<file path="src/rtl/demux6_dist.sv">
// Registered 1-to-N byte distributor: each accepted beat is steered by sel into a
// per-channel one-entry holding register with valid/ready handshaking.
module demux6_dist #(
    parameter int WIDTH = 8,
    parameter int N_SAL = 6
) (
    input  logic                   clk,
    input  logic                   rst_n,
    input  logic [WIDTH-1:0]       entrada,
    input  logic [2:0]             sel,
    input  logic                   ent_valid,
    output logic                   ent_ready,
    output logic [N_SAL*WIDTH-1:0] salida,
    output logic [N_SAL-1:0]       sal_valid,
    input  logic [N_SAL-1:0]       sal_ready,
    output logic                   err,
    output logic [7:0]             drop_cnt
);

    logic [N_SAL-1:0] full_reg;
    logic [WIDTH-1:0] data_reg [N_SAL];
    logic             err_reg;
    logic [7:0]       drop_cnt_reg;

    logic             out_of_range;
    logic             ready_sel;
    logic             accept;
    logic             drop;

    assign out_of_range = (sel >= 3'(N_SAL));

    // Out-of-range beats are always taken so they can be discarded without stalling.
    always_comb begin
        ready_sel = 1'b1;
        for (int k = 0; k < N_SAL; k++) begin
            if (sel == 3'(k)) begin
                ready_sel = ~full_reg[k] | sal_ready[k];
            end
        end
    end

    assign ent_ready = ready_sel;
    assign accept    = ent_valid & ready_sel;
    assign drop      = accept & out_of_range;

    generate
        for (genvar gi = 0; gi < N_SAL; gi++) begin : g_chan
            logic enq;
            logic deq;

            assign enq = accept & (sel == 3'(gi));
            assign deq = full_reg[gi] & sal_ready[gi];

            // Enqueue wins over dequeue so a ready consumer sees one byte per cycle.
            always_ff @(posedge clk or negedge rst_n) begin
                if (!rst_n) begin
                    full_reg[gi] <= 1'b0;
                    data_reg[gi] <= '0;
                end else if (enq) begin
                    full_reg[gi] <= 1'b1;
                    data_reg[gi] <= entrada;
                end else if (deq) begin
                    full_reg[gi] <= 1'b0;
                end
            end

            assign salida[gi*WIDTH +: WIDTH] = data_reg[gi];
        end
    endgenerate

    always_ff @(posedge clk or negedge rst_n) begin
        if (!rst_n) begin
            err_reg      <= 1'b0;
            drop_cnt_reg <= 8'd0;
        end else begin
            err_reg <= drop;
            if (drop && drop_cnt_reg != 8'hFF) begin
                drop_cnt_reg <= drop_cnt_reg + 8'd1;
            end
        end
    end

    assign sal_valid = full_reg;
    assign err       = err_reg;
    assign drop_cnt  = drop_cnt_reg;

endmodule

</file>
<file path="config.mk">
export PLATFORM = sky130hd
export DESIGN_NAME = demux6_dist
export DESIGN_NICKNAME = d
export VERILOG_FILES = /design/src/rtl/demux6_dist.sv
export SDC_FILE = /design/constraint.sdc
export NUM_CORES = 1
export LEC_CHECK = 0
export BUFFER_PORTS_ARGS = -buffer_cell sky130_fd_sc_hd__clkbuf_2
export CORE_MARGIN = 2
export CORE_UTILIZATION = 53
export DETAILED_ROUTE_END_ITERATION = 6
export PLACE_DENSITY = 0.83
export SLEW_MARGIN = 20
export SYNTH_ARGS = -nofsm -noshare
export SYNTH_HDL_FRONTEND = slang
export SYNTH_SLANG_ARGS = --single-unit
</file>
<file path="constraint.sdc">
create_clock -name clk -period 3.55 [get_ports clk]
set_input_delay 0.71 -clock clk [delete_from_list [all_inputs] [get_ports clk]]
set_output_delay 0.71 -clock clk [all_outputs]
set_load 0.005 [all_outputs]
</file>
After elaboration in Yosys (flattened, before gate mapping)
Cells that the tools add are included.
{ "op_classes": {"bitwise_logic": 26, "muxes": 18, "n_eq_ne": 6, "n_addsub": 1, "n_lt_le_gt_ge": 1, "n_reduce_logical": 8} }
{ "op_table": {"columns": ["op", "n"], "rows": [
  ["two-way mux 1 bit", 18],
  ["bitwise AND 1 bit", 14],
  ["nonzero test 2 bit", 6],
  ["adder 8 x 1 -> 8 bit, second input constant", 1],
  ["inequality test 8 bit, second input constant", 1],
  ["== test 3 x 2 -> 1 bit, second input constant", 2],
  ["== test 3 bit, second input constant", 2],
  ["inverter 1 bit", 6],
  ["OR 1 bit", 6],
  ["== test 3 x 1 -> 1 bit, second input constant", 1],
  ["greater-or-equal comparator 3 bit, second input constant", 1],
  ["logical NOT 3 bit", 1],
  ["logical AND 1 bit", 1]
]} }
{ "word_totals": {"output_inout_bits": 64, "ff_bits": 63} }

Longest topological paths before layout
{ "depth": {"depth_word": 11, "ltp_mapped": 6} }

Least setup slack after synthesis
OpenSTA, ideal clock, no wires.
{ "synth_timing": {"path_type": "input port to output port", "from": "input port sal_ready[5]", "to": "output port ent_ready", "cell_stages": 4, "t_arrival_ns": 1.348, "slack_ns": 1.492, "t_required_ns": 2.840, "path_buffers": 0, "cell_sequence": "nand2b_1 and3_1 a311oi_1 a32oi_1"} }
{ "synth_between": {"elab_chain_cells": 2} }
{ "synth_rtl": {"columns": ["item", "line", "text"], "rows": [
  ["start, declared", "15", "input logic [N_SAL-1:0] sal_ready,"],
  ["OR 1 bit", "37", "ready_sel = ~full_reg[k] | sal_ready[k];"],
  ["two-way mux 1 bit", "36", "if (sel == 3'(k)) begin"],
  ["end, declared", "12", "output logic ent_ready,"]
]} }
Every way passes these cells.

Worst setup path in the final report
Ends and elaborated chain as after synthesis.

==> results.py <==
metrics = {
    "cts": {
        "cts_inserted_buffers": 9,
        "clock_tree.buffer_depth": 2,
        "cts-root-buf": "clkbuf_8",
        "cts_resized": 0,
        "cts_htree_levels": 3,
        "postCtsSetupBuffers": 0,
        "cts.sink_count": 63,
        "cts_hold_buf": 0,
        "clk_pin_slew_worst_paths_ns": 0.06,
        "cts_tree": "yes",
        "clk_latency_ns": 0.33,
    },
    "yosys": {
        "syn_avg_cell_area_um2": 14.4,
        "syn_area_um2": 2540,
        "yosys_warnings": 0,
        "yosysTopAreaCellShare_pct": 62.1,
        "yosys.area.top_type": "dfrtp_1",
        "ys_seq_area_share_pct": 62.1,
        "syn-num-nets": 197,
        "synthArstFlopShare_pct": 100,
        "synthAdderAreaFrac_pct": 0.493,
        "synth_area_leaders": "dfrtp_1, mux2_2, nand2_1, nand2b_1, nand4_2",
        "synth_cell_type_count": 28,
        "synth_cells": 176,
        "synthXorXnorAreaFrac_pct": 1.03,
        "ys.flop_type": "dfrtp_1",
        "ys_ff_latch": 63,
        "synth_edf_count": 0,
        "synth_compound_area_share_pct": 2.22,
        "synth_top_family_by_area": "multiplexers",
        "yosys.area_share.simple_pct": 9.51,
        "synth_mux_area_share_pct": 23.5,
    },
    "floorplan": {
        "start_util_pct": 54.5,
        "fp-row-count": 25,
        "ios": 84,
        "fp.dieW_um": 73.2,
        "core_um2": 4660,
        "die_h_um": 73.2,
        "die_area_um2": 5360,
    },
    "drt": {
        "drtIter0Drc": 94,
        "ant_nets": 0,
        "drc": 0,
        "viasPerCell": 5.39,
        "dr_total_vias": 1764,
        "first_pass_iters": 4,
        "wirelength_um": 5420,
        "wl_per_cell_um": 16.6,
    },
    "placed_design": {
        "gp_congestion": 0.862,
        "place_hpwl_um": 3830,
        "io_buffers": 83,
    },
    "worst_setup_path": {
        "rr_worst_depth": 4,
        "path_cells": "clkbuf_2, nand2b_1, and3_1, a311oi_1, a32oi_1, clkbuf_2",
        "critPathSlowestCell": "a311oi_1",
        "rr_endpoint": "drop_cnt[1]",
        "cp-startpoint": "sal_ready[5]",
        "crit_path_max_fanout": 3,
        "worstSetupEndpointType": "output pin",
        "endpoint": "ent_ready",
        "rrSetupSlack_ns": 2.06,
        "timing.rr.start": "drop_cnt[3]",
        "cp.required_ns": 2.84,
        "critPathArrivalTime_ns": 1.60,
        "max_stage_delay_ns": 0.25,
        "critPathKind": "in -> out",
        "cp_common_cell": "clkbuf_2",
        "crit_path_start_kind": "input pin",
    },
    "layout": {
        "seq_area_um2": 1580,
        "diodes": 0,
        "nets": 289,
        "drive_above_1_share_pct": 57.1,
        "multi_input_area_um2": 932,
        "area_growth_pct": 26.2,
        "post-route-util_pct": 68.8,
        "largest_reg_flops": 48,
        "fillers": 345,
    },
    "global_route": {
        "grt.total_usage_pct": 22.1,
        "grt_max_degree": 52,
        "grt_pass1_vias": 1742,
        "antenna_found_initial": 0,
        "grt-ovfl-total": 0,
        "grt_pass1_wl_um": 8640,
    },
    "sta": {
        "hold_violations": 0,
        "slew_headroom_pct": 59.1,
        "finClkSkew_ns": 0.00842,
        "setup_viol": 0,
        "fin_crit_ns": 2.31,
        "tns_ns": 0,
        "rsz0062_at_grt": "false",
        "post-route-period-util_pct": 65.1,
        "max_freq_mhz": 433,
        "worst_pin_slew_ns": 0.614,
        "hold-worst-slack_ns": 0.260,
        "drv_slew": 0,
    },
    "min_path": {
        "hp-class": "in -> async",
    },
    "power_and_ir_drop": {
        "power_mw": 1.97,
        "p_leak_nw": 1.63,
        "ir_drop_mv": 0.357,
        "p_per_area_nw_per_um2": 615,
    },
    "run": {
        "maxCapViolCount": 0,
    },
    "status": {
        "outcome": "completed",
    },
}
-- layer usage --
layer | GRT usage (%) | vias up | share of wire [%]
met2 | 34.1 | 64 | 48
met1 | 29.7 | 886 | 44
met4 | 6.79 | 0 | 0.96
li1 | - | 806 | -
met3 | 7.73 | 8 | 7.3
met5 | 0 | - | 0
-- how the worst min path moves through the flow --
stage                 startpoint            to  slack (ns)  cells past startpoint
floorplan                  rst_n   drop_cnt[0]        0.41                      0
global placement      salida[15]    salida[15]        0.49                      1
detailed placement  sal_valid[5]  sal_valid[5]        0.49                      2
CTS                        rst_n    salida[11]        0.26                      1
global route               rst_n    salida[11]        0.29                      1
finish                     rst_n    salida[11]        0.26                      1
-- critical path: cells and delay by family --
kind	cells	cell delay [ns]
and+or+nand+nor	2	0.36
AOI/OAI and AO/OA	2	0.33
buffers and inverters	2	0.19
-- through the flow --
stage                     setup WS [ns]  instances  cell area [um2]
after CTS                          1.24        327             3200
after global placement             1.29        311             3010
after floorplan                    1.49        176             2540
after detailed placement           1.26        311             3010
after global routing               1.17        327             3200
final                              1.24        327             3200
-- layout make-up --
| class | instances | area share, % |
|---|---|---|
| flip-flops and latches | 63 | 49.2 |
| multi-input cells | 106 | 29.1 |
| inverters | 4 | 0.469 |
| clock buffers | 12 | 4.53 |
| repair buffers | 84 | 13.2 |
| clock inverters | 4 | 1.41 |
| well taps | 54 | 2.11 |
-- report_power, final --
group	internal, mW	total [mW]	switching (mW)
Sequential	0.871	0.976	0.104
Combinational	0.229	0.402	0.172
Clock	0.340	0.595	0.254
-- cell families (layout without fill, tap and decap cells) --
kind of cell / count (synthesis) / in the layout
flip-flops: 63 / 63
multiplexers: 53 / 53
AND/OR/NAND/NOR: 42 / 42
AO/OA/AOI/OAI: 7 / 7
buffers and inverters: 7 / 104
XOR/XNOR: 3 / 3
adder cells (fa/ha/maj): 1 / 1
-- cells in the final DEF, fill, tap and decap left out, types with 2 or more instances in the layout --
master     n
inv_1      4
clkinv_2   3
dfrtp_1   63
nand3_2    2
nand2_1   16
and4_1     2
nor2_1     3
mux2_2    52
nand4_1    2
nand2b_1   7
and3_1     3
nand4_2    2
clkbuf_8  10
clkbuf_2  83
xnor2_1    2
clkbuf_1   2
-- cell usage after synthesis, drive strengths merged (2+ instances only) --
library cell / count
and3: 3
nand2b: 7
buf: 3
nand2: 16
dfrtp: 63
nand3: 3
and4: 2
inv: 4
mux2: 52
xnor2: 2
nand4: 4
nor2: 4
Power figures use the tool's default switching activity.
